[src/rtl/bus_arbiter_pkg.sv]
// Shared constants, state encoding and helpers for the four-master bus arbiter.
package bus_arbiter_pkg;

  localparam int BUS_MASTER_CH = 4;
  localparam int BUS_OWNER_W   = 2;

  localparam logic [BUS_OWNER_W-1:0] BUS_OWNER_MASTER_0 = 2'd0;
  localparam logic [BUS_OWNER_W-1:0] BUS_OWNER_MASTER_1 = 2'd1;
  localparam logic [BUS_OWNER_W-1:0] BUS_OWNER_MASTER_2 = 2'd2;
  localparam logic [BUS_OWNER_W-1:0] BUS_OWNER_MASTER_3 = 2'd3;

  // Active-low request/grant polarity used across the bus.
  localparam logic ENABLE_  = 1'b0;
  localparam logic DISABLE_ = 1'b1;

  typedef enum logic {
    BUS_IDLE    = 1'b0,
    BUS_GRANTED = 1'b1
  } bus_state_t;

  // Active-low one-hot grant vector for a given owner index.
  function automatic logic [BUS_MASTER_CH-1:0] grant_vec_n(input logic [BUS_OWNER_W-1:0] idx);
    logic [BUS_MASTER_CH-1:0] vec;
    vec = {BUS_MASTER_CH{DISABLE_}};
    vec[idx] = ENABLE_;
    return vec;
  endfunction

endpackage

[src/rtl/bus_rr_pick.sv]
// Combinational round-robin picker: searches from last_owner+1 upward with
// wrap, optionally skipping one index (the current owner during handover).
module bus_rr_pick
  import bus_arbiter_pkg::*;
(
  input  logic [BUS_MASTER_CH-1:0] req,
  input  logic [BUS_OWNER_W-1:0]   last_owner,
  input  logic                     excl_en,
  input  logic [BUS_OWNER_W-1:0]   excl_idx,
  output logic                     found,
  output logic [BUS_OWNER_W-1:0]   sel
);

  logic [BUS_MASTER_CH-1:0] cand;
  logic [BUS_OWNER_W-1:0]   idx;

  generate
    for (genvar gi = 0; gi < BUS_MASTER_CH; gi++) begin : g_mask
      assign cand[gi] = req[gi] & ~(excl_en && (excl_idx == BUS_OWNER_W'(gi)));
    end
  endgenerate

  // Scan from lowest to highest priority so the highest-priority hit wins last.
  always_comb begin
    found = 1'b0;
    sel   = '0;
    idx   = '0;
    for (int k = BUS_MASTER_CH; k >= 1; k--) begin
      idx = last_owner + BUS_OWNER_W'(k);
      if (cand[idx]) begin
        found = 1'b1;
        sel   = idx;
      end
    end
  end

endmodule

[src/rtl/bus_arbiter.sv]
// Round-robin arbiter for four bus masters with bounded-hold preemption
// taken only at transfer boundaries (m_rdy=1). All outputs are flops.
module bus_arbiter
  import bus_arbiter_pkg::*;
#(
  parameter int MAX_HOLD = 16,
  parameter int HOLD_W   = 5
) (
  input  logic       clk,
  input  logic       reset_,
  input  logic       m0_req_,
  input  logic       m1_req_,
  input  logic       m2_req_,
  input  logic       m3_req_,
  input  logic       m_rdy,
  output logic       m0_grnt_,
  output logic       m1_grnt_,
  output logic       m2_grnt_,
  output logic       m3_grnt_,
  output logic       grnt_vld,
  output logic [1:0] grnt_owner
);

  localparam logic [HOLD_W-1:0] HOLD_LIMIT = HOLD_W'(MAX_HOLD);
  localparam bit                PREEMPT_EN = (MAX_HOLD != 0);

  bus_state_t               state_reg, state_next;
  logic [BUS_OWNER_W-1:0]   owner_reg, owner_next;
  logic [BUS_OWNER_W-1:0]   last_owner_reg, last_owner_next;
  logic [HOLD_W-1:0]        hold_reg, hold_next;
  logic [BUS_MASTER_CH-1:0] grnt_n_reg, grnt_n_next;
  logic                     grnt_vld_reg, grnt_vld_next;

  logic [BUS_MASTER_CH-1:0] req;
  logic                     owner_req;
  logic                     pick_found;
  logic [BUS_OWNER_W-1:0]   pick_sel;

  // Requests are active-low on the pins; work with active-high internally.
  assign req       = ~{m3_req_, m2_req_, m1_req_, m0_req_};
  assign owner_req = req[owner_reg];

  // While granted, the owner is never a handover candidate.
  bus_rr_pick u_pick (
    .req        (req),
    .last_owner (last_owner_reg),
    .excl_en    (state_reg == BUS_GRANTED),
    .excl_idx   (owner_reg),
    .found      (pick_found),
    .sel        (pick_sel)
  );

  // Next-state and next-output decision: release beats preemption beats hold.
  always_comb begin
    state_next      = state_reg;
    owner_next      = owner_reg;
    last_owner_next = last_owner_reg;
    hold_next       = hold_reg;
    grnt_n_next     = grnt_n_reg;
    grnt_vld_next   = grnt_vld_reg;

    case (state_reg)
      BUS_IDLE: begin
        if (pick_found) begin
          state_next      = BUS_GRANTED;
          owner_next      = pick_sel;
          last_owner_next = pick_sel;
          hold_next       = '0;
          grnt_n_next     = grant_vec_n(pick_sel);
          grnt_vld_next   = 1'b1;
        end
      end
      BUS_GRANTED: begin
        if (!owner_req) begin
          if (pick_found) begin
            owner_next      = pick_sel;
            last_owner_next = pick_sel;
            hold_next       = '0;
            grnt_n_next     = grant_vec_n(pick_sel);
          end else begin
            state_next    = BUS_IDLE;
            hold_next     = '0;
            grnt_n_next   = {BUS_MASTER_CH{DISABLE_}};
            grnt_vld_next = 1'b0;
          end
        end else if (PREEMPT_EN && (hold_reg >= HOLD_LIMIT) && m_rdy && pick_found) begin
          owner_next      = pick_sel;
          last_owner_next = pick_sel;
          hold_next       = '0;
          grnt_n_next     = grant_vec_n(pick_sel);
        end else if (hold_reg < HOLD_LIMIT) begin
          hold_next = hold_reg + 1'b1;
        end
      end
      default: begin
        state_next    = BUS_IDLE;
        grnt_n_next   = {BUS_MASTER_CH{DISABLE_}};
        grnt_vld_next = 1'b0;
      end
    endcase
  end

  // State and output registers; reset drops any grant immediately.
  always_ff @(posedge clk) begin
    if (!reset_) begin
      state_reg      <= BUS_IDLE;
      owner_reg      <= BUS_OWNER_MASTER_0;
      last_owner_reg <= BUS_OWNER_MASTER_3;
      hold_reg       <= '0;
      grnt_n_reg     <= {BUS_MASTER_CH{DISABLE_}};
      grnt_vld_reg   <= 1'b0;
    end else begin
      state_reg      <= state_next;
      owner_reg      <= owner_next;
      last_owner_reg <= last_owner_next;
      hold_reg       <= hold_next;
      grnt_n_reg     <= grnt_n_next;
      grnt_vld_reg   <= grnt_vld_next;
    end
  end

  assign m0_grnt_   = grnt_n_reg[0];
  assign m1_grnt_   = grnt_n_reg[1];
  assign m2_grnt_   = grnt_n_reg[2];
  assign m3_grnt_   = grnt_n_reg[3];
  assign grnt_vld   = grnt_vld_reg;
  assign grnt_owner = owner_reg;

endmodule

[config.mk]
export PLATFORM = sky130hd
export DESIGN_NAME = bus_arbiter
export DESIGN_NICKNAME = d
export VERILOG_FILES = /design/src/rtl/bus_arbiter_pkg.sv /design/src/rtl/bus_rr_pick.sv /design/src/rtl/bus_arbiter.sv
export SDC_FILE = /design/constraint.sdc
export NUM_CORES = 1
export LEC_CHECK = 0
export BUFFER_PORTS_ARGS = -buffer_cell sky130_fd_sc_hd__buf_4
export CAP_MARGIN = 20
export CORE_MARGIN = 4
export CORE_UTILIZATION = 26
export CTS_CLUSTER_SIZE = 24
export DETAILED_ROUTE_END_ITERATION = 10
export PLACE_DENSITY_LB_ADDON = 0.15
export SETUP_SLACK_MARGIN = 0.3
export SYNTH_ARGS = -nofsm -noshare
export SYNTH_HDL_FRONTEND = slang
export SYNTH_SLANG_ARGS = --single-unit
[constraint.sdc]
create_clock -name clk -period 1.85 [get_ports clk]
set_input_delay 0.37 -clock clk [delete_from_list [all_inputs] [get_ports clk]]
set_output_delay 0.37 -clock clk [all_outputs]
set_load 0.05 [all_outputs]
==> out/qor.csv <==
stage;metric;value;unit
synth;largest family of logic cells by synthesized area;compound AO/OA/AOI/OAI gates;
run_status;status;completed;
final_layout;n_diodes;0;
clock_tree;H-Tree Depth;1;
global_route;largest net degree at the start of global routing;10;
synth;fraction of registers with async set/reset;0;%
power_and_ir_drop;Peak VDD IR;333.5;uV
synth;Synth Area in Adders;1.255;%
final_layout;filler cell count;395;
power_and_ir_drop;clock group share of total power;21.9;%
timing;Setup TNS;0;ps
worst_setup_path;WP buf/inv;0;
final_layout;max reg flops;5;
routing;DR WL/cell;13.99;um
routing;drt first pass iters;4;
synth;syn_area_per_cell;8.174;sq um
hold_path;min-delay src;reset_;
worst_setup_path;worst-path cell with the longest stage delay;a222oi_1;
final_layout;area of the multi-input gates;737.0;sq um
global_route;vias in the first global route;962;
timing;RSZ-0062 raised after global routing;yes;
worst_setup_path;worst reg2reg path startpoint;grnt_owner[0];
power_and_ir_drop;P_sw;476.3;uW
routing;initial drt markers;64;
place;Final GP Congestion;0.7766;
hold_path;Hold/Removal Path Class;in2reg;
synth;Post-Synth XOR/XNOR Area;0.8783;%
synth;post-synthesis sequential area ratio;30.11;%
power_and_ir_drop;Seq pwr share;33.7;%
floorplanning;FP Rows;22;
final_layout;register area;311.5;sq um
timing;min Tclk post-route;1675;ps
synth;flops & latches, synth;15;
flow_run;total of max-cap violations;0;
worst_setup_path;crit path kind;reg2reg;
place;Area after DPL;1195;sq um
clock_tree;CTS tree;done;
clock_tree;CTS Hold Buffers Added;0;
clock_tree;Root Driver;clkbuf_8;
timing;period utilization;90.55;%
floorplanning;Core ar.;3689;sq um
synth;gate count of the mapped netlist;122;
timing;Hold Slack;370.5;ps
floorplanning;Die Span Y;69.93;um
worst_setup_path;worst endpoint required time;2000;ps
worst_setup_path;R2R Setup Slk;170;ps
synth;Yosys Warn Count;0;
power_and_ir_drop;power density of the placed cells;887.6;nW/um^2
worst_setup_path;Worst path max stage delay;430;ps
synth;Post-Syn Nets;130;
clock_tree;TritonCTS Buffers;3;
final_layout;layout cells sized above 1;41.89;%
floorplanning;DIE WIDTH;69.93;um
global_route;total gr overflow;0;
routing;Vias;1025;
worst_setup_path;Crit. Startpoint;grnt_owner[0];
worst_setup_path;CP delay by family, top;compound AO/OA/AOI/OAI gates;
worst_setup_path;Critical Path, Cell by Cell;mux2_4, a222oi_1, or3_4, a311o_1, nand2_1;
place;Port Buffers;13;
clock_tree;buffer depth of the longest clock path;2;
final_layout;Final #Nets;157;
floorplanning;Initial Utilization;27.04;%
final_layout;Area Growth Syn to Fin;40.90;%
place;DP Wirelength;1.901;mm
synth;Post-synth EDFFs;0;
power_and_ir_drop;cell-internal power;770.9;uW
timing;Max transition margin;69.44;%
routing;Total Wirelength;2.743;mm
synth;Synth Area in Compound Gates;28.23;%
global_route;initial antenna violation count;0;
synth;post-synthesis mux area share;9.410;%
routing;ANT nets after route;0;
timing;Slew @ Worst Pin;458.4;ps
worst_setup_path;Crit Path Max Fanout;7;
timing;fmax;597.0;MHz
global_route;gr usage total;11.05;%
power_and_ir_drop;Comb power frac;44.4;%
power_and_ir_drop;Pwr Total;1247;uW
clock_tree;clock sink total;15;
clock_tree;Worst-path clk slew;60;ps
synth;cell area after synthesis;997.2;sq um
power_and_ir_drop;Sw Ratio;38.19;%
synth;simple logic cell fraction of the synthesized area;22.71;%
worst_setup_path;CP arrival;1830;ps
floorplanning;I/O pins;14;
floorplanning;die area;4890;sq um
synth;Top FF cell, synth;dfxtp_1;
clock_tree;Clk Latency, worst-skew pair;250;ps
timing;Final Hold Viols;0;
worst_setup_path;Startpoint Class;flop;
timing;Final Setup Violations;0;
timing;Final Max Tran Viols;0;
timing;clk_skew;1.139;ps
synth;post-synth cell types;43;
final_layout;fin area;1405;sq um
power_and_ir_drop;P_leak;0.0005439;uW
worst_setup_path;CP Capture Type;flop;
routing;Vias/cell;5.230;
routing;# DRC;0;
global_route;first-pass GRT wire length;4.429;mm
-- metal layers --
| metal | global-route usage [%] | up-vias | wire length (um) |
|---|---|---|---|
| met1 | 13.76 | 489 | 1215 |
| met5 | 0 | - | 0 |
| met3 | 3.453 | 4 | 140 |
| met4 | 3.830 | 0 | 27 |
| li1 | - | 507 | - |
| met2 | 17.94 | 25 | 1358 |
-- kinds of logic after synthesis --
| kind of cell | Yosys count |
|---|---|
| buf+inv | 14 |
| simple gates | 45 |
| flops | 15 |
| compound gates | 39 |
| mux | 7 |
| fa+ha+maj | 1 |
| xor+xnor | 1 |
-- power by group through the flow --
stage	Combinational (uW)	Clock [uW]	Sequential, uW
after global routing	600	295	427
after floorplan	275	0	481
after global placement	443	0	427
after CTS	504	275	415
final	554	273	421
after detailed placement	444	0	425
-- repair_timing --
action / CTS / global route
pin swaps: 10 / 10
setup endpoints to repair: 11 / 14
resized for setup: 10 / 16
setup buffers: 7 / 2
-- final cells by class --
cell class,count,area share [%]
multi-input combinational,93,52.45
sequential,15,22.17
timing repair buffer,31,16.56
tap,48,4.274
clock buffer,4,3.206
inverter,5,1.336
-- placed cells by master, fill, tap and decap left out, drive strengths merged, types with 4 or more instances in the layout --
cell type,Yosys,layout
inv,5,5
nor2,11,11
clkbuf,2,4
o21ai,5,5
nand4,4,4
buf,7,31
dfxtp,15,15
nand2,10,10
a21oi,8,8
mux2i,4,4
-- Yosys cell counts (2+ instances only) --
library cell / number / area share (%)
mux2i_1: 2 / 2.0
o21a_1: 2 / 1.5
nor4_1: 2 / 1.3
nand2b_1: 3 / 1.9
nand4_1: 4 / 2.5
and3_1: 2 / 1.3
nand2_1: 10 / 3.8
a222oi_1: 2 / 2.0
a22oi_1: 3 / 2.3
or3_1: 2 / 1.3
dfxtp_1: 15 / 30
inv_1: 5 / 1.9
o22ai_1: 3 / 1.9
and2_1: 3 / 1.9
nor2_1: 11 / 4.1
a21boi_0: 3 / 2.3
a21oi_1: 8 / 4.0
buf_2: 4 / 2.0
a31oi_1: 3 / 1.9
a311o_1: 3 / 3.0
nor3_1: 2 / 1.0
o21ai_0: 5 / 2.5
buf_4: 2 / 1.5
mux2_2: 2 / 2.3
nor2b_1: 3 / 1.9
-- metrics by stage --
step	cells	setup slack [ps]	util, %
global route	196	88.40	38.09
floorplan	122	32.50	-
CTS	194	216.5	36.02
detailed placement	183	33.82	32.39
global placement	183	59.42	32.39
finish	196	174.9	38.09
-- worst paths after layout --
check,to,cells after the start
worst min-delay path,grnt_vld,2
worst min register to register,grnt_n_reg[0],2
worst max register to register,hold_reg[3],5
worst max-delay path,hold_reg[3],5
Power figures use the tool's default switching activity.
